<file path="config.mk">
export PLATFORM = sky130hd
export DESIGN_NAME = sine_sample_streamer
export DESIGN_NICKNAME = d
export VERILOG_FILES = /design/src/rtl/sine_stream_pkg.sv /design/src/rtl/sine_sample_streamer_rate_divider.sv /design/src/rtl/sine_sample_streamer.sv
export SDC_FILE = /design/constraint.sdc
export NUM_CORES = 1
export LEC_CHECK = 0
export CORE_UTILIZATION = 45
export CTS_BUF_LIST = sky130_fd_sc_hd__clkbuf_4 sky130_fd_sc_hd__clkbuf_8
export DETAILED_ROUTE_END_ITERATION = 8
export PLACE_DENSITY = 0.84
export SYNTH_ARGS = -nofsm -noshare
export SYNTH_HDL_FRONTEND = slang
export SYNTH_HIERARCHICAL = 1
export SYNTH_SLANG_ARGS = --single-unit
</file>
<file path="constraint.sdc">
create_clock -name clk -period 4.34 [get_ports clk]
set_input_delay 0.868 -clock clk [delete_from_list [all_inputs] [get_ports clk]]
set_output_delay 0.868 -clock clk [all_outputs]
set_load 0.02 [all_outputs]
</file>
<file path="src/rtl/sine_stream_pkg.sv">
// Shared definitions for the sine sample streamer: default geometry of the
// stimulus table and the streamer FSM state encoding.
package sine_stream_pkg;

  localparam int DEF_ADDR_WIDTH   = 9;
  localparam int DEF_DATA_WIDTH   = 16;
  localparam int DEF_SAMPLE_COUNT = 470;
  localparam int DEF_DIV_WIDTH    = 8;
  localparam int LAST_ADDR        = DEF_SAMPLE_COUNT - 1;

  typedef enum logic [1:0] {
    IDLE  = 2'd0,
    RUN   = 2'd1,
    DRAIN = 2'd2
  } state_t;

endpackage

</file>
<file path="src/rtl/sine_sample_streamer_rate_divider.sv">
// Programmable sample-rate divider. The period setting is captured on load;
// while enabled the counter runs down and emits a one-cycle tick at zero,
// reloading the captured setting so ticks repeat every (div+1) cycles.
module rate_divider
  import sine_stream_pkg::*;
#(
  parameter int DIV_WIDTH = DEF_DIV_WIDTH
) (
  input  logic                 clk,
  input  logic                 reset_n,
  input  logic                 load,
  input  logic                 enable,
  input  logic [DIV_WIDTH-1:0] div,
  output logic                 tick
);

  logic [DIV_WIDTH-1:0] div_reg_r;
  logic [DIV_WIDTH-1:0] div_cnt_r;

  assign tick = enable && (div_cnt_r == {DIV_WIDTH{1'b0}});

  // Capture the period on load, otherwise count down and reload on each tick.
  always_ff @(posedge clk or negedge reset_n) begin
    if (!reset_n) begin
      div_reg_r <= {DIV_WIDTH{1'b0}};
      div_cnt_r <= {DIV_WIDTH{1'b0}};
    end else if (load) begin
      div_reg_r <= div;
      div_cnt_r <= div;
    end else if (enable) begin
      if (div_cnt_r == {DIV_WIDTH{1'b0}}) begin
        div_cnt_r <= div_reg_r;
      end else begin
        div_cnt_r <= div_cnt_r - {{(DIV_WIDTH-1){1'b0}}, 1'b1};
      end
    end else begin
      div_cnt_r <= div_cnt_r;
    end
  end

endmodule

</file>
<file path="src/rtl/sine_sample_streamer.sv">
// Paced sample source: walks the sine table address, captures one table
// sample per divider tick into a valid/ready output register, marks the
// end of each table pass and flags lost ticks as a sticky overrun.
// Build option SINE_STREAM_ONESHOT_EN: when defined, a single table pass is
// made per start and the FSM drains automatically after the last entry.
module sine_sample_streamer
  import sine_stream_pkg::*;
#(
  parameter int ADDR_WIDTH   = DEF_ADDR_WIDTH,
  parameter int DATA_WIDTH   = DEF_DATA_WIDTH,
  parameter int SAMPLE_COUNT = DEF_SAMPLE_COUNT,
  parameter int DIV_WIDTH    = DEF_DIV_WIDTH
) (
  input  logic                  clk,
  input  logic                  reset_n,
  input  logic                  start,
  input  logic                  stop,
  input  logic [DIV_WIDTH-1:0]  div,
  output logic [ADDR_WIDTH-1:0] rom_addr,
  input  logic [DATA_WIDTH-1:0] rom_data,
  output logic                  m_valid,
  input  logic                  m_ready,
  output logic [DATA_WIDTH-1:0] m_data,
  output logic                  m_last,
  output logic                  busy,
  output logic                  overrun
);

  localparam logic [ADDR_WIDTH-1:0] END_ADDR = ADDR_WIDTH'(SAMPLE_COUNT - 1);

  state_t                 state_r,   state_nxt;
  logic [ADDR_WIDTH-1:0]  addr_r,    addr_nxt;
  logic                   pend_r,    pend_nxt;
  logic                   valid_r,   valid_nxt;
  logic [DATA_WIDTH-1:0]  data_r,    data_nxt;
  logic                   last_r,    last_nxt;
  logic                   overrun_r, overrun_nxt;

  logic start_acc_s;
  logic run_en_s;
  logic tick_s;
  logic capture_s;

  // stop takes priority over start in IDLE and over any capture in RUN
  assign start_acc_s = (state_r == IDLE) && start && !stop;
  assign run_en_s    = (state_r == RUN) && !stop;
  assign capture_s   = run_en_s && (tick_s || pend_r) && (!valid_r || m_ready);

  rate_divider #(
    .DIV_WIDTH (DIV_WIDTH)
  ) u_rate_divider (
    .clk     (clk),
    .reset_n (reset_n),
    .load    (start_acc_s),
    .enable  (run_en_s),
    .div     (div),
    .tick    (tick_s)
  );

  // Next-state and datapath decisions for FSM, address, pending tick and output register.
  always_comb begin
    state_nxt   = state_r;
    addr_nxt    = addr_r;
    pend_nxt    = pend_r;
    valid_nxt   = valid_r;
    data_nxt    = data_r;
    last_nxt    = last_r;
    overrun_nxt = overrun_r;

    case (state_r)
      IDLE: begin
        if (start_acc_s) begin
          state_nxt = RUN;
        end else begin
          state_nxt = IDLE;
        end
      end
      RUN: begin
        if (stop) begin
          state_nxt = DRAIN;
`ifdef SINE_STREAM_ONESHOT_EN
        end else if (capture_s && (addr_r == END_ADDR)) begin
          state_nxt = DRAIN;
`endif
        end else begin
          state_nxt = RUN;
        end
      end
      DRAIN: begin
        if (!valid_r || m_ready) begin
          state_nxt = IDLE;
        end else begin
          state_nxt = DRAIN;
        end
      end
      default: begin
        state_nxt = IDLE;
      end
    endcase

    // output register: a capture refills it, a bare transfer empties it
    if (capture_s) begin
      data_nxt  = rom_data;
      last_nxt  = (addr_r == END_ADDR);
      valid_nxt = 1'b1;
    end else if (valid_r && m_ready) begin
      valid_nxt = 1'b0;
    end else begin
      valid_nxt = valid_r;
    end

    // address: restart at zero on start, advance with wrap on each capture
    if (start_acc_s) begin
      addr_nxt = {ADDR_WIDTH{1'b0}};
    end else if (capture_s) begin
      addr_nxt = (addr_r == END_ADDR) ? {ADDR_WIDTH{1'b0}} : addr_r + ADDR_WIDTH'(1);
    end else begin
      addr_nxt = addr_r;
    end

    // pending tick: remembers a tick that could not be captured yet
    if (start_acc_s || capture_s || ((state_r == RUN) && stop)) begin
      pend_nxt = 1'b0;
    end else if (run_en_s && tick_s) begin
      pend_nxt = 1'b1;
    end else begin
      pend_nxt = pend_r;
    end

    // overrun: a second tick arriving while one is still waiting is lost
    if (start_acc_s) begin
      overrun_nxt = 1'b0;
    end else if (run_en_s && tick_s && pend_r && !capture_s) begin
      overrun_nxt = 1'b1;
    end else begin
      overrun_nxt = overrun_r;
    end
  end

  // State and datapath registers with asynchronous clear.
  always_ff @(posedge clk or negedge reset_n) begin
    if (!reset_n) begin
      state_r   <= IDLE;
      addr_r    <= {ADDR_WIDTH{1'b0}};
      pend_r    <= 1'b0;
      valid_r   <= 1'b0;
      data_r    <= {DATA_WIDTH{1'b0}};
      last_r    <= 1'b0;
      overrun_r <= 1'b0;
    end else begin
      state_r   <= state_nxt;
      addr_r    <= addr_nxt;
      pend_r    <= pend_nxt;
      valid_r   <= valid_nxt;
      data_r    <= data_nxt;
      last_r    <= last_nxt;
      overrun_r <= overrun_nxt;
    end
  end

  assign rom_addr = addr_r;
  assign m_valid  = valid_r;
  assign m_data   = data_r;
  assign m_last   = last_r;
  assign busy     = (state_r != IDLE);
  assign overrun  = overrun_r;

endmodule
</file>
Word level (Yosys, flattened, before mapping). Index checks and enable logic that the tools add are counted.

Add/sub/neg operators: 2. Multiply operators: 0. Divide/modulo/power cells: 0. Order comparisons: 0. Eq/ne operators: 3. Shifts and indexed selects: 0. Multiplexer cells: 16. Bitwise gates (word level): 0. Reductions and logical operators: 26.

Operators with widths (number): two-way mux 9 bit (3); two-way mux 8 bit (3); nonzero test 2 bit (6); logical AND 1 bit (11); adder 9 x 1 -> 9 bit (second input constant) (1); equality test 9 bit (second input constant) (1); zero test 8 bit (1); subtractor 8 x 1 -> 8 bit (second input constant) (1); two-way mux 1 bit (7); one-hot mux 2 bit (3 select lines) (1); logical OR 1 bit (4); two-way mux 2 bit (2); zero test 1 bit (3); equality test 2 x 1 -> 1 bit (second input constant) (1); equality test 2 bit (second input constant) (1); zero test 2 bit (1).

Bits in registers: 47. Bits in latches: 0. RAM bits: 0. ROM bits: 0. Input bits: 29. Output and inout bits: 29. Logic and storage cells: 56. Memories: 0.

Depth between registers and ports, before layout. Gate-level depths: netlist (run 1).

Word-level depth: 10. Mapped depth: 11. Mapped depth without buffers: 9.

Cells and area by module. Netlist (run 1), hierarchy kept.

By module, submodules not included: sine_sample_streamer (instances 1, cells each 147, area each 1387.6 um^2, sequential area each 775.7 um^2); rate_divider (instances 1, cells each 89, area each 867.1 um^2, sequential area each 400.4 um^2).

Least setup slack after synthesis (run 1). Ideal clock, no wire load.

Path type: register to register. Start point: reg u_rate_divider.div_cnt_r[0]. End point: reg addr_r[5] (netlist: rom_addr[5]). Library setup time: 0.078 ns. Arrival time: 2.474 ns. Data required time: 4.262 ns. Path slack: 1.789 ns. Cell stages (with the launch flop): 10. Buffers on the path: 1. Clock period less this slack: 2.551 ns. Path through: dfrtp_1 -> inv_1 -> ha_1 -> or3b_2 -> or2_1 -> buf_6 -> nor2_1 -> o211ai_2 -> or4_1 -> a21oi_1.

Cells in the longest elaborated chain, start to end: 6.

Ends and longest elaborated chain: start: declaration (RTL line sine_sample_streamer_rate_divider.sv:18) `logic [DIV_WIDTH-1:0] div_cnt_r;`; start signal: assignment (RTL line sine_sample_streamer_rate_divider.sv:26) `div_cnt_r <= {DIV_WIDTH{1'b0}};`; start signal: assignment (RTL line sine_sample_streamer_rate_divider.sv:29) `div_cnt_r <= div;`; start signal: assignment (RTL line sine_sample_streamer_rate_divider.sv:32) `div_cnt_r <= div_reg_r;`; zero test 8 bit (RTL line sine_sample_streamer_rate_divider.sv:20) `assign tick = enable && (div_cnt_r == {DIV_WIDTH{1'b0}});`; logical AND 1 bit (RTL line sine_sample_streamer_rate_divider.sv:20); via tick_s (RTL line sine_sample_streamer.sv:41) `logic tick_s;`; logical OR 1 bit (RTL line sine_sample_streamer.sv:47) `assign capture_s = run_en_s && (tick_s || pend_r) && (!valid_r || m_ready);`; logical AND 1 bit (2 in a row) (RTL line sine_sample_streamer.sv:47); nonzero test 2 bit (no source line); end signal: assignment (RTL line sine_sample_streamer.sv:144) `addr_r <= {ADDR_WIDTH{1'b0}};`; end signal: assignment (RTL line sine_sample_streamer.sv:152) `addr_r <= addr_nxt;`; end: declaration (RTL line sine_sample_streamer.sv:32) `logic [ADDR_WIDTH-1:0] addr_r, addr_nxt;`.

The timed path passes the listed nets, and every way through them passes these cells. A chain may end at the register's enable or synchronous reset.

Worst setup path after layout (run 1).
Start point: in stop. End point: reg addr_r[8] (netlist: rom_addr[8]).

Cells in the longest elaborated chain, start to end: 7. Elaborated cells between the ends (all ways): 9. Classes of those cells: mux (1); reduce/logical (8).

Ends and longest elaborated chain: start: declaration (RTL line sine_sample_streamer.sv:17) `input logic stop,`; zero test 1 bit (RTL line sine_sample_streamer.sv:46) `assign run_en_s = (state_r == RUN) && !stop;`; logical AND 1 bit (RTL line sine_sample_streamer.sv:46); via run_en_s (RTL line sine_sample_streamer.sv:40) `logic run_en_s;`; logical AND 1 bit (RTL line sine_sample_streamer_rate_divider.sv:20); via tick_s (RTL line sine_sample_streamer.sv:41); logical OR 1 bit (RTL line sine_sample_streamer.sv:47); logical AND 1 bit (2 in a row) (RTL line sine_sample_streamer.sv:47); nonzero test 2 bit (no source line).

The timed path passes the listed nets, and every way through them passes these cells.

==> run_results.csv, run 1 <==
group,metric,value,unit
finish,antennaDiodeCount,0,
global_routing,antenna_found_initial,0,
finish,area_delta_synth_final,33.2,%
synthesis,ys.warnings.count,6,
route,wl_per_cell,13.6,um
setup_path,crit_chain,"clkdlybuf4s50_1, nor3b_4, inv_1, nor2_1, o211a_1, a31oi_1, a311oi_1",
synthesis,synth.avg_cell_area,9.55,um2
pwr,p_leak,1.35,nW
placed_design,place_inst,354,
clock_network,cts.clk_slew.worst_paths,0.09,ns
finish,layout-drive-gt1-share,8.81,%
timing,drv_slew,0,
global_routing,grt_pass1_vias,1903,
timing,fin_crit_sh,73.2,%
timing,hold_viol_final,0,
timing,rsz0062_at_grt,"no",
synthesis,ys_seq_area_share,52.2,%
placed_design,hpwl,3390,um
placed_design,dpl_worst_slack,0.818,ns
timing,setup_tns,0,ns
clock_network,cts_buffers,5,
route,wl,4920,um
placed_design,io_buffers,57,
setup_path,crit_arrival,3.39,ns
setup_path,start_kind,"input port",
clock_network,cts_setup_buffers,0,
synthesis,ys_ff_latch,47,
finish,most-common-layout-cells,"60 x nand2_1, 56 x clkdlybuf4s50_1, 47 x dfrtp_1",
route,post-route-drc-count,0,
timing,setup_viol,0,
global_routing,grt_overflow,0,
die,die_height,72.8,um
setup_path,rrSetupSlack,1.17,ns
clock_network,cts_tree,"yes",
setup_path,crit_type,"in -> reg",
die,die_width,72.8,um
setup_path,critPathMaxFanout,28,
global_routing,grt_pass1_wl,8540,um
die,rows,25,
setup_path,crit_required,4.56,ns
synthesis,syn-num-nets,269,
placed_design,gp_congestion,0.785,
finish,layout.nets,327,
status,outcome,"finished, final reports clean",
synthesis,synth_ff_type,"dfrtp_1",
clock_network,cts_max_level,2,
clock_network,holdBufCountCts,0,
global_routing,track_usage,20.7,%
timing,fin_skew,0.00512,ns
route,vias_per_cell,5.35,
timing,worst_pin_slew,1.02,ns
global_routing,grt_max_degree,48,
setup_path,cp_slowest_cell,"o211a_1",
timing,postLayoutSetupSlackWorst,1.16,ns
finish,fin_cells,362,
clock_network,cts_root_buf,"clkbuf_8",
clock_network,clkSinkCount,47,
timing,maxSlewHeadroom,32.3,%
setup_path,max_stage_delay,0.74,ns
route,antenna_left,0,
setup_path,cp-end-kind,"register",
die,dieArea,5300,um2
synthesis,synth-edff-count,0,
clock_network,clock_latency,0.30,ns
pwr,power_density,391,nW/um2
clock_network,cts_max_path_buffers,2,
route,first_pass_iters,4,
flow_run,drv_cap,0,
timing,fin_crit,3.18,ns
synthesis,synth_area,2250,um2
route,via_count,1935,
die,start_util,47.1,%
route,drt_iter0_markers,152,
hold_path,hp-class,"reg -> reg",
synthesis,synth.distinct_cells,48,
die,num_io_pins,58,
timing,max_clock_freq,315,MHz
synthesis,synth-async-reset-ratio,100,%
finish,final_common_cell,"nand2_1",
die,core_area,4790,um2
clock_network,cts-resized-gates,0,
pwr,peakVddDrop,0.230,mV
synthesis,synth_cells,236,
through the flow:
| stage | total power [mW] | util, % | hold WS, ns | cell area [um2] |
|---|---|---|---|---|
| floorplan | 0.733 | - | 0.481 | 2250 |
| global placement | 0.838 | 60.3 | 0.458 | 2890 |
| detailed placement | 0.850 | 60.3 | 0.465 | 2890 |
| CTS | 1.18 | 62.8 | 0.491 | 3000 |
| global route | 1.24 | 62.8 | 0.506 | 3000 |
| finish | 1.18 | 62.8 | 0.486 | 3000 |
synth_stat cells, drive strengths merged (2+ instances only):
| master | instances | area, um2 |
|---|---|---|
| ha | 4 | 50.1 |
| inv | 8 | 30.0 |
| o211ai | 3 | 27.5 |
| a31oi | 4 | 25.0 |
| nand2 | 60 | 225 |
| dfrtp | 47 | 1180 |
| or2 | 2 | 12.5 |
| o21ai | 21 | 105 |
| a22oi | 6 | 45.0 |
| nand3 | 4 | 20.0 |
| or4 | 2 | 18.8 |
| mux2 | 7 | 78.8 |
| nor3 | 5 | 25.0 |
| buf | 4 | 26.3 |
| nor3b | 2 | 26.3 |
| a311oi | 3 | 26.3 |
| xor2 | 2 | 17.5 |
| nor4 | 2 | 12.5 |
| a21o | 2 | 15.0 |
| a21oi | 9 | 48.8 |
| clkbuf | 4 | 15.0 |
| nand2b | 4 | 25.0 |
| and3 | 2 | 12.5 |
| nor2 | 12 | 45.0 |
cells by family (layout without fill, tap and decap cells):
kind of cell	after synthesis	count (layout)	share of synthesized area (%)
compound gates	54	54	15.3
buf+inv	16	75	3.16
mux	8	8	3.94
flops	47	47	52.2
fa+ha+maj	4	4	2.22
xor+xnor	3	3	1.17
simple gates	104	104	22.1
final timing paths:
| kind | cells after the start | end | from |
|---|---|---|---|
| worst min register to register | 2 | m_data[1] | m_data[1] |
| max in group asynchronous | 1 | m_data[3] | reset_n |
| min in group asynchronous | 1 | u_rate_divider/div_cnt_r[7] | reset_n |
| worst max-delay path | 7 | rom_addr[8] | stop |
| worst max register to register | 8 | rom_addr[8] | u_rate_divider/div_cnt_r[0] |
| worst min-delay path | 2 | m_data[1] | m_data[1] |
critical path: cells and delay by family:
kind	cells	cell delay [ns]
buffers and inverters	2	0.67
AND/OR/NAND/NOR	2	0.68
AO/OA/AOI/OAI	3	1.18
layer usage:
| metal | wire (um) | vias to the layer above | part of all wire [%] | global-route usage [%] |
|---|---|---|---|---|
| met1 | 2170 | 926 | 44 | 26.5 |
| met5 | 0 | - | 0 | 0 |
| met3 | 344 | 8 | 7.0 | 6.77 |
| li1 | - | 939 | - | - |
| met4 | 51 | 0 | 1.0 | 5.66 |
| met2 | 2350 | 62 | 48 | 33.7 |
layout make-up:
| class | count | area, um2 |
|---|---|---|
| Clock inverter | 2 | 35.0 |
| Tap cell | 67 | 83.8 |
| Fill cell | 398 | 1780 |
| Inverter | 8 | 30.0 |
| Clock buffer | 6 | 82.6 |
| Sequential cell | 47 | 1180 |
| Multi-Input combinational cell | 173 | 1020 |
| Timing Repair Buffer | 59 | 581 |
power breakdown:
group | leakage [nW] | internal [mW] | switching (mW)
clock | 0.0612 | 0.186 | 0.148
combinational | 0.668 | 0.146 | 0.143
sequential | 0.623 | 0.496 | 0.0558
sequential cells by signal, indices dropped and copies added, names as in the netlist:
register and cells:
m_data 16, rom_addr 9, u_rate_divider/div_cnt_r 8, u_rate_divider/div_reg_r 8, state_r 2, m_last 1
m_valid 1, overrun 1, pend_r 1
No activity file was read; power rests on OpenSTA's default activity.
==> inputs of run 2 (changes only) <==
==> constraint.sdc (replaced) <==
create_clock -name clk -period 3 [get_ports clk]
set_input_delay 0.6 -clock clk [delete_from_list [all_inputs] [get_ports clk]]
set_output_delay 0.6 -clock clk [all_outputs]
set_load 0.02 [all_outputs]
==> run_results.csv, run 2 (synthesized netlist as in run 1, its figures left out) <==
group,metric,value,unit
placed_design,hpwl,3480,um
flow_run,drv_cap,0,
timing,max_clock_freq,372,MHz
timing,hold_viol_final,0,
hold_path,hp-class,"in -> async",
global_routing,grt_pass1_vias,1960,
clock_network,clkSinkCount,47,
global_routing,grt_pass1_wl,8580,um
finish,seq_area,1180,um2
die,num_io_pins,58,
setup_path,cp-end-kind,"register",
clock_network,cts_buffers,5,
timing,setup_viol,0,
setup_path,crit_required,3.22,ns
setup_path,max_stage_delay,0.50,ns
setup_path,crit_chain,"inv_1, ha_1, or3b_2, or2_1, nor2_1, o211ai_2, buf_4, or3_1, o211ai_1",
timing,postLayoutSetupSlackWorst,0.311,ns
route,via_count,1954,
clock_network,cts_root_buf,"clkbuf_8",
clock_network,clock_latency,0.29,ns
die,core_area,4790,um2
route,wl_per_cell,13.3,um
die,die_width,72.8,um
pwr,p_leak,1.35,nW
route,antenna_left,0,
global_routing,grt_max_degree,48,
clock_network,cts_max_level,2,
route,wl,4870,um
route,first_pass_iters,4,
setup_path,rr_worst_depth,9,
placed_design,dpl_worst_slack,0.222,ns
clock_network,holdBufCountCts,0,
finish,layout.nets,330,
die,rows,25,
die,dieArea,5300,um2
pwr,power_density,532,nW/um2
route,post-route-drc-count,0,
die,die_height,72.8,um
timing,rsz0062_at_grt,"no",
finish,utilization,62.6,%
placed_design,gp_congestion,0.859,
status,outcome,"finished, final reports clean",
clock_network,cts_max_path_buffers,2,
finish,antennaDiodeCount,0,
placed_design,io_buffers,57,
pwr,power.total,1.60,mW
timing,fin_crit,2.69,ns
finish,final_common_cell,"nand2_1",
route,vias_per_cell,5.35,
finish,most-common-layout-cells,"60 x nand2_1, 56 x clkdlybuf4s50_1, 47 x dfrtp_1",
timing,whs,0.477,ns
timing,fin_skew,0.00661,ns
clock_network,cts-resized-gates,0,
timing,drv_slew,0,
timing,worst_pin_slew,1.02,ns
clock_network,cts_setup_buffers,0,
finish,area_delta_synth_final,33.0,%
global_routing,track_usage,20.7,%
clock_network,cts_tree,"yes",
route,drt_iter0_markers,106,
finish,largest_reg_flops,16,
finish,fillCellCount,424,
finish,layout-drive-gt1-share,9.73,%
global_routing,antenna_found_initial,0,
timing,maxSlewHeadroom,32.1,%
die,start_util,47.1,%
finish,multi_input_area,1020,um2
setup_path,critPathMaxFanout,17,
clock_network,cts.clk_slew.worst_paths,0.09,ns
pwr,peakVddDrop,0.343,mV
setup_path,crit_arrival,2.90,ns
global_routing,grt_overflow,0,
timing,setup_tns,0,ns
setup_path,start_kind,"register",
setup_path,crit_type,"reg -> reg",
setup_path,cp_slowest_cell,"or3b_2",
timing,fin_crit_sh,89.6,%
[run 2: worst max-delay path: cells and delay by family (launching register included)]
family / cells / cell delay [ns]
DFF: 1 / 0.41
buffers and inverters: 2 / 0.36
AOI/OAI and AO/OA: 2 / 0.29
and+or+nand+nor: 4 / 1.37
adders and majority gates: 1 / 0.18
[run 2: power by group]
| group | internal (mW) | switching (mW) |
|---|---|---|
| Combinational | 0.214 | 0.207 |
| Sequential | 0.718 | 0.0785 |
| Clock | 0.172 | 0.205 |
| Total | 1.10 | 0.491 |
[run 2: final cells by class]
| cell class | instances | share of cell area, % |
|---|---|---|
| Tap cell | 67 | 2.80 |
| Timing Repair Buffer | 62 | 20.1 |
| Clock inverter | 2 | 0.417 |
| Inverter | 8 | 1.00 |
| Multi-Input combinational cell | 173 | 33.9 |
| Clock buffer | 6 | 2.55 |
| Sequential cell | 47 | 39.2 |
[run 2: through the flow]
step,cells,area [um2]
4_1_cts,365,3000
6_report,365,3000
5_1_grt,365,3000
2_1_floorplan,236,2250
3_3_place_gp,357,2910
3_5_place_dp,357,2910
[run 2: path summary, 6_finish.rpt]
path | from | to | slack (ns)
min in group clk | m_data[0] | m_data[0] | 0.48
worst min-delay path | reset_n | u_rate_divider/div_reg_r[7] | 0.48
max in group asynchronous | reset_n | u_rate_divider/div_cnt_r[0] | 1.90
worst max register to register | u_rate_divider/div_cnt_r[0] | rom_addr[6] | 0.31
worst min register to register | m_data[0] | m_data[0] | 0.48
worst max-delay path | u_rate_divider/div_cnt_r[0] | rom_addr[6] | 0.31
[run 2: layer usage]
layer | track usage (%) | part of all wire [%]
met5 | 0 | 0
met4 | 7.84 | 1.6
met3 | 6.77 | 6.3
met2 | 33.5 | 49
met1 | 25.8 | 43
